==> config.mk <==
export PLATFORM = sky130hd
export DESIGN_NAME = cv32e40p_alu_ft_reconfig_ctrl
export DESIGN_NICKNAME = d
export VERILOG_FILES = /design/src/rtl/cv32e40p_alu_ft_reconfig_ctrl.sv
export SDC_FILE = /design/constraint.sdc
export NUM_CORES = 1
export LEC_CHECK = 0
export CAP_MARGIN = 20
export CORE_ASPECT_RATIO = 0.8
export CORE_MARGIN = 2
export CORE_UTILIZATION = 45
export DETAILED_ROUTE_END_ITERATION = 8
export PLACE_DENSITY = 0.73
export SYNTH_ARGS = -nofsm -noshare
export SYNTH_HDL_FRONTEND = slang
export SYNTH_SLANG_ARGS = --single-unit
==> constraint.sdc <==
create_clock -name clk -period 3.2 [get_ports clk]
set_input_delay 0.64 -clock clk [delete_from_list [all_inputs] [get_ports clk]]
set_output_delay 0.64 -clock clk [all_outputs]
set_load 0.005 [all_outputs]
==> src/rtl/cv32e40p_alu_ft_reconfig_ctrl.sv <==
// Reconfiguration controller for the quad-ALU TMR EX stage: error counting, permanent-fault
// declaration and spare (ALU3) switch-in. Optional macro ALU_FT_ERR_DECAY_EN enables periodic count decay.
module cv32e40p_alu_ft_reconfig_ctrl #(
    parameter int ERR_CNT_W    = 4,
    parameter int PERM_THRESH  = 8,
    parameter int WAKE_CYCLES  = 2,
    parameter int DECAY_PERIOD = 1024
) (
    input  logic                   clk,
    input  logic                   rst_n,
    input  logic                   alu_valid_i,
    input  logic [3:0]             err_detected_alu_i,
    input  logic                   ex_ready_i,
    output logic [2:0]             sel_mux_ex_o,
    output logic [3:0]             clock_en_o,
    output logic [3:0]             permanent_faulty_alu_o,
    output logic [4*ERR_CNT_W-1:0] err_count_o,
    output logic [3:0]             perf_counter_permanent_faulty_alu_o,
    output logic                   reconfig_busy_o,
    output logic                   fatal_o,
    output logic [2:0]             dbg_state_o
);

    typedef enum logic [2:0] {
        ST_NORMAL   = 3'd0,
        ST_WAKE     = 3'd1,
        ST_DRAIN    = 3'd2,
        ST_SWITCH   = 3'd3,
        ST_DEGRADED = 3'd4,
        ST_FAIL     = 3'd5
    } state_t;

    localparam logic [ERR_CNT_W-1:0] CNT_MAX = '1;
    localparam logic [ERR_CNT_W-1:0] THRESH  = ERR_CNT_W'(PERM_THRESH);
    localparam int WAKE_W = (WAKE_CYCLES > 1) ? $clog2(WAKE_CYCLES) : 1;
    localparam logic [WAKE_W-1:0] WAKE_LAST = WAKE_W'(WAKE_CYCLES - 1);

    state_t               r_state, w_state_nxt;
    logic [2:0]           r_sel, w_sel_nxt;
    logic [3:0]           r_clk_en, w_clk_en_nxt;
    logic [3:0]           r_perm, r_perf;
    logic [ERR_CNT_W-1:0] r_cnt [4];
    logic [ERR_CNT_W-1:0] w_cnt_nxt [4];
    logic                 r_spare_used, w_spare_used_nxt;
    logic [1:0]           r_target, w_target_nxt;
    logic [WAKE_W-1:0]    r_wake_cnt, w_wake_cnt_nxt;
    logic [3:0]           w_inc, w_new_perm;
    logic                 w_decay_tick;
    logic [2:0]           w_f_act;
    logic                 w_spare_avail, w_spare_fault;
    logic [2:0]           w_nfault, w_neff;
    logic [1:0]           w_low_idx;

`ifdef ALU_FT_ERR_DECAY_EN
    localparam int DEC_W = $clog2(DECAY_PERIOD);
    logic [DEC_W-1:0] r_decay_cnt;

    always_ff @(posedge clk) begin
        if (!rst_n || r_decay_cnt == DEC_W'(DECAY_PERIOD - 1)) r_decay_cnt <= '0;
        else                                                  r_decay_cnt <= r_decay_cnt + 1'b1;
    end
    assign w_decay_tick = (r_decay_cnt == DEC_W'(DECAY_PERIOD - 1));
`else
    assign w_decay_tick = 1'b0;
`endif

    // ALU3 only counts while its clock runs (waking or swapped in); faulty ALUs are frozen.
    always_comb begin
        for (int k = 0; k < 4; k++) begin
            w_inc[k] = alu_valid_i && err_detected_alu_i[k] && !r_perm[k] && (k < 3 || r_clk_en[3]);
            w_cnt_nxt[k] = r_cnt[k];
            if (w_inc[k]) begin
                if (r_cnt[k] != CNT_MAX) w_cnt_nxt[k] = r_cnt[k] + 1'b1;
            end else if (w_decay_tick && !r_perm[k] && r_cnt[k] != '0) begin
                w_cnt_nxt[k] = r_cnt[k] - 1'b1;
            end
            w_new_perm[k] = !r_perm[k] && (w_cnt_nxt[k] >= THRESH);
        end
    end

    // Faulty ALUs still feeding the voter; an available spare absorbs one of them.
    assign w_f_act       = r_perm[2:0] & r_sel;
    assign w_spare_fault = r_spare_used & r_perm[3];
    assign w_spare_avail = !r_spare_used && !r_perm[3];
    assign w_nfault      = 3'(w_f_act[0]) + 3'(w_f_act[1]) + 3'(w_f_act[2]) + 3'(w_spare_fault);
    assign w_neff        = w_nfault - 3'(w_spare_avail && (|w_f_act));
    assign w_low_idx     = w_f_act[0] ? 2'd0 : (w_f_act[1] ? 2'd1 : 2'd2);

    always_comb begin
        w_state_nxt      = r_state;
        w_sel_nxt        = r_sel;
        w_clk_en_nxt     = r_clk_en;
        w_spare_used_nxt = r_spare_used;
        w_target_nxt     = r_target;
        w_wake_cnt_nxt   = r_wake_cnt;
        case (r_state)
            ST_NORMAL: begin
                if (w_neff >= 3'd2) begin
                    w_state_nxt = ST_FAIL;
                end else if (r_spare_used && w_nfault != 3'd0) begin
                    w_state_nxt = ST_DEGRADED;
                end else if (w_spare_avail && (|w_f_act)) begin
                    w_state_nxt     = ST_WAKE;
                    w_target_nxt    = w_low_idx;
                    w_clk_en_nxt[3] = 1'b1;
                    w_wake_cnt_nxt  = '0;
                end
            end
            ST_WAKE, ST_DRAIN: begin
                if (r_perm[3]) begin
                    w_state_nxt     = ST_NORMAL;
                    w_clk_en_nxt[3] = 1'b0;
                end else if (r_state == ST_WAKE) begin
                    if (r_wake_cnt == WAKE_LAST) w_state_nxt = ST_DRAIN;
                    else                         w_wake_cnt_nxt = r_wake_cnt + 1'b1;
                end else if (ex_ready_i) begin
                    w_state_nxt = ST_SWITCH;
                end
            end
            ST_SWITCH: begin
                w_sel_nxt[r_target]    = 1'b0;
                w_clk_en_nxt[r_target] = 1'b0;
                w_spare_used_nxt       = 1'b1;
                w_state_nxt            = ST_NORMAL;
            end
            ST_DEGRADED: begin
                if (w_nfault >= 3'd2) w_state_nxt = ST_FAIL;
            end
            ST_FAIL: w_state_nxt = ST_FAIL;
            default: w_state_nxt = ST_NORMAL;
        endcase
    end

    always_ff @(posedge clk) begin
        if (!rst_n) begin
            r_state      <= ST_NORMAL;
            r_sel        <= 3'b111;
            r_clk_en     <= 4'b0111;
            r_perm       <= '0;
            r_perf       <= '0;
            r_spare_used <= 1'b0;
            r_target     <= '0;
            r_wake_cnt   <= '0;
            for (int k = 0; k < 4; k++) r_cnt[k] <= '0;
        end else begin
            r_state      <= w_state_nxt;
            r_sel        <= w_sel_nxt;
            r_clk_en     <= w_clk_en_nxt;
            r_perm       <= r_perm | w_new_perm;
            r_perf       <= w_new_perm;
            r_spare_used <= w_spare_used_nxt;
            r_target     <= w_target_nxt;
            r_wake_cnt   <= w_wake_cnt_nxt;
            for (int k = 0; k < 4; k++) r_cnt[k] <= w_cnt_nxt[k];
        end
    end

    assign sel_mux_ex_o                        = r_sel;
    assign clock_en_o                          = r_clk_en;
    assign permanent_faulty_alu_o              = r_perm;
    assign perf_counter_permanent_faulty_alu_o = r_perf;
    assign err_count_o                         = {r_cnt[3], r_cnt[2], r_cnt[1], r_cnt[0]};
    assign reconfig_busy_o                     = (r_state == ST_WAKE) || (r_state == ST_DRAIN) ||
                                                 (r_state == ST_SWITCH);
    assign fatal_o                             = (r_state == ST_FAIL);
    assign dbg_state_o                         = r_state;

endmodule
-- Word-level counts from Yosys, hierarchy flattened
Memory sizes are Yosys's and may differ from the RTL's.
Cells that the tools add are included.
- bits in registers: 22
- input bits: 8
- memories kept: 1
- bits in writable memories: 16
- memory list (name ; words ; bits a word ; rd ports ; clocked after Yosys merged registers in ; wr ports ; line ; RTL):
    r_cnt ; 4 ; 4 ; 4 ; 0 ; 4 ; 42 ; logic [ERR_CNT_W-1:0] r_cnt [4];
- add/subtract/negate cells: 9
- bitwise operators: 13
- magnitude comparators: 8
- equal/unequal tests: 19
- reduce and logical (&&, ||, !) cells: 34
- muxes and demuxes: 39
- operators with widths (kind ; number):
    two-way mux 4 bit ; 12
    != test 4 bit (second input constant) ; 7
    two-way mux 3 bit ; 8
    logical AND 1 bit ; 17
    adder 4 x 1 -> 4 bit (second input constant) ; 4
    greater-or-equal comparator 4 bit (second input constant) ; 4
    != test 2 bit (second input constant) ; 7
    two-way mux 1 bit ; 13
    case mux 3 bit (4 select lines) ; 1
    AND reduction 4 bit ; 2
    AND 3 bit ; 2
    equality test 3 x 2 -> 1 bit (second input constant) ; 2
    equality test 3 bit (second input constant) ; 2
    greater-or-equal comparator 3 x 2 -> 1 bit (second input constant) ; 2
    AND reduction 6 bit ; 1
    nonzero test 3 bit ; 2
    zero test 1 bit ; 5
    AND reduction 5 bit ; 1
    AND 4 bit ; 1
    two-way mux 2 bit ; 2
    NOT 4 bit ; 1
    OR 1 bit ; 4
    OR 4 bit ; 1
    adder 2 x 1 -> 3 bit ; 1
    18 further kinds ; 20

-- Depth between registers and ports, before layout
- depth in word-level cells: 9
- mapped depth: 13
- depth with buffers taken out: 13

-- Worst setup path after synthesis
OpenSTA, ideal clock, no wires.
- kind: register to register
- start: register r_perm[0], in the netlist permanent_faulty_alu_o[0]
- end: register r_clk_en[3], in the netlist clock_en_o[3]
- arrival time: 2.833 ns
- required time: 3.141 ns
- path buffers: 0
- cell stages (with the launch flop): 13
- library setup time: 0.059 ns
- slack: 0.308 ns
- path through: dfxtp_1 -> nand2_1 -> xor2_1 -> ha_1 -> ha_1 -> inv_1 -> ha_1 -> ha_1 -> or2_4 -> o32ai_4 -> nand2_1 -> a2111oi_2 -> o211a_1
- cells in the longest elaborated chain, start to end: 8
- elaborated cells between the ends (all ways): 14
- those cells by class: add/sub (4); order compare (1); eq/ne (3); bitwise (1); reduce/logical (5)
- ends and longest elaborated chain (item ; line ; RTL):
    start, declared ; 41 ; logic [3:0] r_perm, r_perf;
    start signal, assigned ; 149 ; r_perm <= r_perm | w_new_perm;
    AND 3 bit * ; 82 ; assign w_f_act = r_perm[2:0] & r_sel;
    adder 1 x 1 -> 2 bit ; 85 ; assign w_nfault = 3'(w_f_act[0]) + 3'(w_f_act[1]) + 3'(w_f_act[2]) + 3'(w_spare_fault);
    adder 2 x 1 -> 3 bit ; 85 ;
    adder 3 x 1 -> 3 bit ; 85 ;
    subtractor 3 x 1 -> 3 bit / nonzero test 3 bit (equally long branches) ; 86, 100 ;
    greater-or-equal comparator 3 x 2 -> 1 bit / logical AND 1 bit (equally long branches) ; 98, 100 ;
    != test 2 bit (no source line) ; -- ;
    AND reduction 5 bit (no source line) * ; -- ;
    end signal, assigned ; 148 ; r_clk_en <= w_clk_en_nxt;
    end, declared ; 40 ; logic [3:0] r_clk_en, w_clk_en_nxt;
Mark *: on every way between the ends. The rest lies on a longest branch, timed or not.
A chain may end at the register's enable or synchronous reset.

-- Final worst setup path
- start: register r_sel[0], in the netlist sel_mux_ex_o[0]
- end: register r_clk_en[3], in the netlist clock_en_o[3]
- cells in the longest elaborated chain, start to end: 8
- elaborated cells between the ends (all ways): 14
- those cells by class: add/sub (4); order compare (1); eq/ne (3); bitwise (1); reduce/logical (5)
- ends and longest elaborated chain (item ; line ; RTL):
    start, declared ; 39 ; logic [2:0] r_sel, w_sel_nxt;
    start signal, assigned ; 147 ; r_sel <= w_sel_nxt;
    AND 3 bit * ; 82 ;
    adder 1 x 1 -> 2 bit ; 85 ;
    adder 2 x 1 -> 3 bit ; 85 ;
    adder 3 x 1 -> 3 bit ; 85 ;
    subtractor 3 x 1 -> 3 bit / nonzero test 3 bit (equally long branches) ; 86, 100 ;
    greater-or-equal comparator 3 x 2 -> 1 bit / logical AND 1 bit (equally long branches) ; 98, 100 ;
    != test 2 bit (no source line) ; -- ;
    AND reduction 5 bit (no source line) * ; -- ;
Marked as above.

==> metrics.md <==
| Metric | Value |
|---|---|
| Status | `complete, no violations` |
| WL/cell | `12.2 um` |
| Final antenna-violating net count | `0` |
| Post-synth EDFFs | `0` |
| Mean post-synth cell area | `approximately 8.5 sq um` |
| Post-DP HPWL | `2790 um` |
| Multi-input logic area | `986 sq um` |
| Cells after Synth | `around 220` |
| Placer Congestion | `0.845` |
| DR pass1 iterations | `4` |
| Hold crit path type | `reg2reg` |
| # fillers | `354` |
| Die W | `~75 um` |
| Register area | `approximately 760 sq um` |
| Initial core utilization | `47.7%` |
| Via count | `about 1700` |
| Post-CTS Resized | `0` |
| Max Cap Viol | `0` |
| Synth async-reset ratio | `0%` |
| #FFs+latches synth | `38` |
| CTS tree | `done` |
| Top-area cell type share of the netlist area | `41.4%` |
| DR vias/cell | `between 5 and 6` |
| Num rows | `20` |
| Synth Net Count | `around 240` |
| Slew HR | `68.2%` |
| Final Hold Fails | `0` |
| Worst Clk Skew | `0.00284 ns` |
| Layout cells sized above 1 | `between 6 and 7%` |
| I/O pin count | `44` |
| Period utilization | `a little over nine tenths` |
| Top post-synthesis cells by area | `dfxtp_1 (41%), ha_1 (6.8%), nand2_1 (6.7%), nand3_1 (3.8%), inv_1 (3.5%)` |
| Maximum vdd drop | `371 uV` |
| Synth area leader | `dfxtp_1` |
| Synth unique cells | `between 40 and 50` |
| Num Clock Sinks | `38` |
| Clk_lat worst skew | `0.29 ns` |
| Pleak | `1.09 nW` |
| CP endpoint kind | `register` |
| Commonest cells post-synth | `dfxtp_1 (38), nand2_1 (33), inv_1 (17)` |
| CP startpoint | `sel_mux_ex_o[0]` |
| CP Data Arrival Time | `approximately 3.3 ns` |
| Max Clock Freq | `around 330 MHz` |
| Pwr per Cell Area | `around 410 nW/um^2` |
| First-pass GRT wire length | `6350 um` |
| CTS Buffer Depth | `2` |
| Hold_buf cts | `0` |
| CP required | `3.44 ns` |
| Die Y | `61.2 um` |
| Area grow syn2layout | `34.7%` |
| Final Power | `0.00102 W` |
| Setup TNS | `0 ns` |
| Total wire length | `roughly 3900 um` |
| Post-placement cell count | `312` |
| Die area | `between 4000 and 5000 sq um` |
| Initial DRC count | `72` |
| Most frequent cell after synthesis | `dfxtp_1` |
| Final setup vio count | `0` |
| Port Buf Inserts | `43` |
| Max FO, Critical Path | `5` |
| CTS root buf | `clkbuf_8` |
| Post-CTS setup buffer count | `0` |
| Worst slew pin tran | `about 0.48 ns` |
| Gr ovfl total | `0` |
| RSZ-0062 raised after global routing | `false` |
| H-tree levels | `2` |
| GRT Overall Usage | `18.3%` |
| Final Instance Count excl. Fillers | `320` |
| Initial antenna violation count | `0` |
| Final count of pins violating max slew | `0` |
| Critical path type | `reg2reg` |
| Final net count | `282` |
| Syn Std Cell Area | `1840 sq um` |
| Num CTS Buffers | `5` |
| Antenna cells | `0` |
| Primary FF master, synth | `dfxtp_1` |
| Core area | `3850 sq um` |
| Post-layout util | `64.3%` |
| Number of global-route vias before repair | `around 1500` |
| R2r startpoint | `sel_mux_ex_o[0]` |
| Post-route minimum period | `3.04 ns` |
| Largest net degree at the start of global routing | `38` |
| Hold path startpoint | `clock_en_o[2]` |
| Synth Warn # | `0` |
| Startpoint types | `register` |
| CTS clock-pin slew for the worst setup and hold paths | `0.08 ns` |
| # DRC | `0` |
| Seq/Total Area, Yosys | `41.4%` |
-- cells in the final DEF, fill, tap and decap left out, drive strengths merged, types with 3 or more instances in the layout --
master         count
mux2i              3
nand3             14
nand3b             4
and2               7
o21ai             11
nand2             33
xnor2              4
dfxtp             38
o31ai              5
nor2b              4
buf                4
a21boi             3
clkdlybuf4s50     43
nor2              16
clkbuf             5
a21oi              9
inv               17
ha                10
or4                3
-- path summary, 6_finish.rpt --
kind                                      end  slack, ns  depth (start not counted)
worst max-delay path            clock_en_o[3]       0.16                         12
worst min-delay path            clock_en_o[2]       0.44                          2
worst max register to register  clock_en_o[3]       0.16                         12
worst min register to register  clock_en_o[2]       0.44                          2
-- layer usage --
layer  routed length [um]  track usage (%)  vias to the layer above  share of wire (%)
met5                    0                0                        -                  0
met4                   45             4.76                        0                1.2
met3                  282             7.04                        7                7.2
met2                 1700             29.3                       66                 43
met1                 1880             23.3                      765                 48
li1                     -                -                      846                  -
-- state kept, by name, summed over array words and instances (netlist names), named ones only --
| register | cells |
|---|---|
| permanent_faulty_alu_o | 4 |
| clock_en_o | 4 |
| dbg_state_o | 3 |
| r_target | 2 |
| r_spare_used | 1 |
| r_wake_cnt | 1 |
| sel_mux_ex_o | 3 |
| r_cnt | 15 |
| perf_counter_permanent_faulty_alu_o | 4 |
-- report_power, final --
part | switching, W | leakage [nW] | total [W] | internal [W]
clock | 0.000179 | 0.0683 | 0.000491 | 0.000312
combinational | 0.0000207 | 0.716 | 0.0000485 | 0.0000278
sequential | 0.00000536 | 0.307 | 0.000483 | 0.000477
-- per-stage QoR --
step	hold slack, ns	cell area [sq um]	setup WS [ns]
2_1_floorplan	0.439	1840	0.308
3_3_place_gp	0.431	2340	0.280
3_5_place_dp	0.437	2340	0.184
4_1_cts	0.448	2480	0.160
5_1_grt	0.487	2480	0.0202
6_report	0.443	2480	0.158
-- worst max-delay path: stages (launching register included) --
cell,delay [ns]
dfxtp_1,0.40
nand2_1,0.12
xor2_1,0.18
ha_1,0.30
ha_1,0.35
inv_1,0.06
ha_1,0.20
ha_1,0.22
or2_4,0.28
o32ai_4,0.23
nand2_1,0.12
a2111oi_2,0.36
o211a_1,0.17
-- cell type report --
| cell class | instances | share of cell area (%) |
|---|---|---|
| sequential | 38 | 30.7 |
| tap | 55 | 2.78 |
| clock inverter | 3 | 2.78 |
| clock buffer | 5 | 2.78 |
| multi-input combinational | 155 | 39.8 |
| timing repair buffer | 47 | 18.6 |
| inverter | 17 | 2.58 |
-- cells by family after synthesis --
| group | share of synthesized area [%] |
|---|---|
| AO/OA/AOI/OAI | 16.5 |
| XOR/XNOR | 2.86 |
| AND/OR/NAND/NOR | 25.9 |
| flip-flops | 41.4 |
| multiplexers | 1.63 |
| adder cells (fa/ha/maj) | 6.80 |
| buffers and inverters | 5.03 |
Power figures use the tool's default switching activity.
